<file path="src/rtl/fb_scanout_pkg.sv">
// fb_scanout shared definitions: VGA 640x480@60 timing,
// framebuffer geometry and scanout pipeline bundles.
package fb_scanout_pkg;

  localparam int FB_AW = 19;
  localparam int FB_W  = 640;
  localparam int FB_H  = 480;
  localparam int CW    = 10;

  localparam int H_FP_DEF    = 16;
  localparam int H_SYNC_DEF  = 96;
  localparam int H_BP_DEF    = 48;
  localparam int V_FP_DEF    = 10;
  localparam int V_SYNC_DEF  = 2;
  localparam int V_BP_DEF    = 33;
  localparam int H_TOTAL_DEF = FB_W + H_FP_DEF + H_SYNC_DEF + H_BP_DEF;
  localparam int V_TOTAL_DEF = FB_H + V_FP_DEF + V_SYNC_DEF + V_BP_DEF;
  localparam int H_SS_DEF    = FB_W + H_FP_DEF;
  localparam int H_SE_DEF    = H_SS_DEF + H_SYNC_DEF - 1;
  localparam int V_SS_DEF    = FB_H + V_FP_DEF;
  localparam int V_SE_DEF    = V_SS_DEF + V_SYNC_DEF - 1;

  typedef enum logic {
    IDLE = 1'b0,
    RUN  = 1'b1
  } scan_state_e;

  typedef struct packed {
    logic ce;
    logic hs;
    logic vs;
    logic de;
    logic vb;
  } scan_s1_t;

  typedef struct packed {
    logic hs;
    logic vs;
    logic de;
    logic col;
    logic vb;
  } scan_out_t;

  function automatic logic in_win(
    input logic [CW-1:0] x,
    input int            lo,
    input int            hi
  );
    return (int'(x) >= lo) && (int'(x) <= hi);
  endfunction

endpackage

</file>
<file path="src/rtl/fb_scan_timing.sv">
// VGA raster counters with IDLE/RUN control and
// combinational sync / data-enable / vblank decode.
module fb_scan_timing
  import fb_scanout_pkg::*;
#(
  parameter int H_ACTIVE = FB_W,
  parameter int H_FP     = H_FP_DEF,
  parameter int H_SYNC   = H_SYNC_DEF,
  parameter int H_BP     = H_BP_DEF,
  parameter int V_ACTIVE = FB_H,
  parameter int V_FP     = V_FP_DEF,
  parameter int V_SYNC   = V_SYNC_DEF,
  parameter int V_BP     = V_BP_DEF
) (
  input  logic          clk,
  input  logic          reset,
  input  logic          enable,
  input  logic          pix_ce,
  output logic          live,
  output logic [CW-1:0] h,
  output logic [CW-1:0] v,
  output logic          hs_n,
  output logic          vs_n,
  output logic          de,
  output logic          vb
);

  localparam int HT  = H_ACTIVE + H_FP + H_SYNC + H_BP;
  localparam int VT  = V_ACTIVE + V_FP + V_SYNC + V_BP;
  localparam int HS0 = H_ACTIVE + H_FP;
  localparam int HS1 = HS0 + H_SYNC - 1;
  localparam int VS0 = V_ACTIVE + V_FP;
  localparam int VS1 = VS0 + V_SYNC - 1;

  scan_state_e   state_q, state_d;
  logic [CW-1:0] h_q, h_d, v_q, v_d;
  logic          step, h_wrap, v_wrap;

  // IDLE with enable high is already the (0,0) slot
  always_comb begin
    live   = (state_q == RUN) || (enable && reset);
    step   = live && pix_ce;
    h_wrap = (h_q == CW'(HT - 1));
    v_wrap = (v_q == CW'(VT - 1));
  end

  always_ff @(posedge clk or negedge reset) begin
    if (!reset) begin
      state_q <= IDLE;
      h_q     <= '0;
      v_q     <= '0;
    end else begin
      state_q <= state_d;
      h_q     <= h_d;
      v_q     <= v_d;
    end
  end

  always_comb begin
    state_d = state_q;
    unique case (state_q)
      IDLE: if (step) state_d = RUN;
      RUN:
        if (step && h_wrap && v_wrap && !enable)
          state_d = IDLE;
      default: state_d = IDLE;
    endcase
  end

  always_comb begin
    h_d = h_q;
    v_d = v_q;
    if (step) begin
      if (h_wrap) begin
        h_d = '0;
        v_d = v_wrap ? '0 : v_q + 1'b1;
      end else begin
        h_d = h_q + 1'b1;
      end
    end
  end

  always_comb begin
    h    = h_q;
    v    = v_q;
    hs_n = !(live && in_win(h_q, HS0, HS1));
    vs_n = !(live && in_win(v_q, VS0, VS1));
    de   = live && (int'(h_q) < H_ACTIVE)
                && (int'(v_q) < V_ACTIVE);
    vb   = live && (int'(v_q) >= V_ACTIVE);
  end

endmodule

</file>
<file path="src/rtl/fb_scanout.sv">
// Framebuffer scanout: timing, row-major read address
// counter and two-stage output pipeline to the DAC.
module fb_scanout
  import fb_scanout_pkg::*;
#(
  parameter int H_ACTIVE = FB_W,
  parameter int H_FP     = H_FP_DEF,
  parameter int H_SYNC   = H_SYNC_DEF,
  parameter int H_BP     = H_BP_DEF,
  parameter int V_ACTIVE = FB_H,
  parameter int V_FP     = V_FP_DEF,
  parameter int V_SYNC   = V_SYNC_DEF,
  parameter int V_BP     = V_BP_DEF
) (
  input  logic             clk,
  input  logic             reset,
  input  logic             enable,
  input  logic             pix_ce,
  output logic             FB_RE,
  output logic [FB_AW-1:0] FB_addr,
  input  logic             FB_data,
  output logic             hsync,
  output logic             vsync,
  output logic             video_de,
  output logic             color_out,
  output logic             vblank,
  output logic             frame_start
);

  localparam logic [FB_AW-1:0] ADDR_LAST =
    FB_AW'(H_ACTIVE * V_ACTIVE - 1);
  localparam scan_s1_t  S1_RST  = '{ce: 1'b0, hs: 1'b1,
    vs: 1'b1, de: 1'b0, vb: 1'b0};
  localparam scan_out_t OUT_RST = '{hs: 1'b1, vs: 1'b1,
    de: 1'b0, col: 1'b0, vb: 1'b0};

  logic             live, hs_n, vs_n, de, vb;
  logic [CW-1:0]    h, v;
  logic [FB_AW-1:0] addr_q, addr_d;
  scan_s1_t         s1_q, s1_d;
  scan_out_t        out_q, out_d;

  fb_scan_timing #(
    .H_ACTIVE (H_ACTIVE),
    .H_FP     (H_FP),
    .H_SYNC   (H_SYNC),
    .H_BP     (H_BP),
    .V_ACTIVE (V_ACTIVE),
    .V_FP     (V_FP),
    .V_SYNC   (V_SYNC),
    .V_BP     (V_BP)
  ) u_timing (
    .clk    (clk),
    .reset  (reset),
    .enable (enable),
    .pix_ce (pix_ce),
    .live   (live),
    .h      (h),
    .v      (v),
    .hs_n   (hs_n),
    .vs_n   (vs_n),
    .de     (de),
    .vb     (vb)
  );

  // reads are only issued in the active window, so the
  // wrap lands exactly on the next frame's first pixel
  always_comb begin
    FB_RE       = de && pix_ce;
    frame_start = live && pix_ce && (h == '0) && (v == '0);
    FB_addr     = addr_q;
    addr_d      = addr_q;
    if (FB_RE)
      addr_d = (addr_q == ADDR_LAST) ? '0 : addr_q + 1'b1;
  end

  always_comb begin
    s1_d  = '{ce: pix_ce, hs: hs_n, vs: vs_n, de: de, vb: vb};
    out_d = out_q;
    if (s1_q.ce)
      out_d = '{hs: s1_q.hs, vs: s1_q.vs, de: s1_q.de,
                col: s1_q.de & FB_data, vb: s1_q.vb};
  end

  always_ff @(posedge clk or negedge reset) begin
    if (!reset) begin
      addr_q <= '0;
      s1_q   <= S1_RST;
      out_q  <= OUT_RST;
    end else begin
      addr_q <= addr_d;
      s1_q   <= s1_d;
      out_q  <= out_d;
    end
  end

  always_comb begin
    hsync     = out_q.hs;
    vsync     = out_q.vs;
    video_de  = out_q.de;
    color_out = out_q.col;
    vblank    = out_q.vb;
  end

endmodule

</file>
<file path="config.mk">
export PLATFORM = sky130hd
export DESIGN_NAME = fb_scanout
export DESIGN_NICKNAME = d
export VERILOG_FILES = /design/src/rtl/fb_scanout_pkg.sv /design/src/rtl/fb_scan_timing.sv /design/src/rtl/fb_scanout.sv
export SDC_FILE = /design/constraint.sdc
export NUM_CORES = 1
export LEC_CHECK = 0
export ABC_AREA = 1
export CAP_MARGIN = 40
export CORE_ASPECT_RATIO = 0.75
export CORE_MARGIN = 2
export CORE_UTILIZATION = 51
export DETAILED_ROUTE_END_ITERATION = 10
export PLACE_DENSITY = 0.77
export SLEW_MARGIN = 5
export SYNTH_ARGS = -nofsm -noshare
export SYNTH_HDL_FRONTEND = slang
export SYNTH_SLANG_ARGS = --single-unit
</file>
<file path="constraint.sdc">
create_clock -name clk -period 1.6 [get_ports clk]
set_input_delay 0.48 -clock clk [delete_from_list [all_inputs] [get_ports clk]]
set_output_delay 0.48 -clock clk [all_outputs]
set_load 0.005 [all_outputs]
</file>
==> summary.txt <==
Setup violations, final: 18
Commonest non-fill, non-tap cells in the layout: 86 x nand2_1, 85 x buf_4, 42 x dfrtp_1, 38 x nand3_1, 33 x inv_1
Internal power: 2.79 mW
R2R depth: 12
DIE WIDTH: 91.6 um
Synthesized area: 0.00294 mm2
Sequential power share: 36.8%
Routed Antenna Nets: 0
RR Startpoint: u_timing.h[1]
PnR worst setup slack: -442 ps
Ys Warns: 0
R2r endpoint: u_timing.state_q
Number of remaining DRC errors: 0
Clk sinks: 50
Non-Filler Instances: 574
Area Growth Syn to Fin: 45.9%
Peak VDD IR: 0.843 mV
Gp weighted congestion: 0.992
Die Footprint: 0.00638 mm2
#FFs+latches synth: 50
Largest net degree at the start of global routing: 51
Die Ht: 69.7 um
Drt first pass iters: 5
Synth unique cells: 35
DP Worst Slack: -896 ps
I/O pins: 31
Reg2reg setup slack: -190 ps
Status: complete, but fails checks
Share of Yosys cell area claimed by the top area cell type: 39.2%
Pwr Density: 1030 mW/mm2
Kind of critical path: flip-flop to output port
Vias: 3,091
Row count: 23
Startpoint types: flip-flop
Clock period minus worst slack: 2040 ps
Core ar.: 0.00544 mm2
Clock Skews: 3.16 ps
Starting Density: 54.0%
Global route total overflow: 0
Clock share of power: 17.1%
Clock Latency Late Sink: 300 ps
Setup TNS: -2880 ps
Routed WL per cell: 14.9 um
Most common cell after layout, fill and taps aside: nand2_1
Asr flop ratio synth: 100%
Worst Tran Pin Value: 624 ps
H-tree depth: 2
P_leak: 2.06 nW
Max-cap violation count: 0
Worst Path Arrival: 1560 ps
Area of the multi-input gates: 0.00167 mm2
First-pass GRT wire length: 13.4 mm
Net Sw Power: 1.64 mW
Synth area leaders: dfrtp_1 39%, nand2_1 12%, nand3_1 7.0%
Worst hold path class: input pin to async pin
Synthesized net count: 383
CP endpoint kind: output port
Clock-pin slew of the registers on the worst-case setup and hold paths: 90 ps
PortBufs: 30
Worst hold slack: 310 ps
Seq/Total Area, Yosys: 42.8%
RSZ-0062 raised after global routing: yes
Placed Instances: 537
Nets: 508
Reg area: 0.00126 mm2
CP Max Fanout: 2
Number of flops mapped to enable cells by yosys: 0
Yosys top cell by area: dfrtp_1
Share of cells above drive strength 1: 35.1%
Clk buf depth: 2
Number of buffers created by CTS: 5
Detailed Route WL: 8.58 mm
GR Util All Layers: 26.4%
TritonCTS clock tree: built
Drt via density: 5.39
Rel. slew slack: 58.4%
CTS hold repair buffers: 0
Synth Flop Type: dfrtp_1
Post-DP HPWL: 5.56 mm
Avg Cell Area, Syn: 7.87 um2
N_diodes: 0
Filler cells: 356
Final Hold Fails: 0
Slew Viols, Final: 0
Failing checks: setup timing
Sw Ratio: 37.0%
DR iter-0 viols: 267
Critical Path RT: 1120 ps
Fmax: 490 MHz
Mapped Cells: 373
Root Driver: clkbuf_8
Comb pwr share: 46.1%
Vias in the first global route: 2,756
Final period util: 128%
Initial antenna violation count: 0
## state kept, by name (all words and copies together) (netlist names)
| signal | cells |
|---|---|
| u_timing.state_q | 1 |
| FB_addr | 19 |
| s1_q | 5 |
| vsync | 1 |
| hsync | 1 |
| vblank | 1 |
| u_timing.v | 10 |
| color_out | 1 |
| u_timing.h | 10 |
| video_de | 1 |
## power groups by stage
stage | clock, mW | sequential (mW) | combinational [mW]
5_1_grt | 0.833 | 1.65 | 2.19
2_1_floorplan | 0 | 1.72 | 0.661
3_3_place_gp | 0 | 1.67 | 1.43
4_1_cts | 0.784 | 1.61 | 1.71
6_report | 0.758 | 1.63 | 2.04
3_5_place_dp | 0 | 1.68 | 1.47
## synth_stat cells, drive strengths merged, types with 2 or more instances
cell,number
nand4,14
nand2,94
nand3b,3
a21oi,5
nand3,43
mux2,4
nor3,12
nor2,44
buf,7
dfstp,4
dfrtp,46
inv,39
or2,3
o21ai,29
ha,5
xor2,12
nor4,3
xnor2,2
## metal layers
| layer | wire length, um | track usage, % | part of all wire [%] |
|---|---|---|---|
| met2 | 3880 | 39.1 | 45 |
| met4 | 157 | 6.73 | 1.8 |
| met5 | 0 | 0 | 0 |
| met1 | 3780 | 39.9 | 44 |
| met3 | 760 | 4.67 | 8.9 |
## critical path: stages (launching register included)
cell and delay [ps]:
dfrtp_1 420, inv_2 100, ha_4 150, nand3_4 90, nor2_2 110, nand2_2 70, nor4_2 170, buf_2 170
## what timing repair did
action	in CTS	in global routing
buffers inserted	22	8
endpoints found under the setup margin	52	41
gates resized for setup	57	54
pin swaps	9	18
gates cloned	1	0
endpoints found under the hold margin	0	0
## layout make-up
cell class                      instances  share of cell area (%)
Clock buffer                            7                    2.02
Clock inverter                          1                   0.117
Inverter                               40                    3.74
Multi-Input combinational cell        276                    38.9
Sequential cell                        50                    29.5
Tap cell                               75                    2.19
Timing Repair Buffer                  125                    23.6
## how the worst max path moves through the flow
stage	startpoint	to	slack, ps	cells after the start
after floorplan	enable	FB_RE	20	5
after CTS	u_timing.h[1]	frame_start	-470	7
after global placement	enable	frame_start	-900	6
after global routing	u_timing.h[1]	frame_start	-480	7
after detailed placement	enable	frame_start	-900	6
final	u_timing.h[1]	frame_start	-440	7
## cell families after synthesis
group | share of synthesized area (%)
buffers and inverters | 7.42
multiplexers | 1.53
XOR/XNOR | 4.18
AO/OA/AOI/OAI | 7.08
adder cells (fa/ha/maj) | 2.13
flip-flops | 42.8
AND/OR/NAND/NOR | 34.9
## metrics by stage
step / util, % / instance area [um2] / power, mW
finish: 78.7 / 4280 / 4.43
global route: 78.7 / 4280 / 4.67
CTS: 74.7 / 4060 / 4.11
detailed placement: 69.1 / 3760 / 3.15
global placement: 69.1 / 3760 / 3.10
floorplan: - / 2940 / 2.39
(Power assumes the default switching activity.)
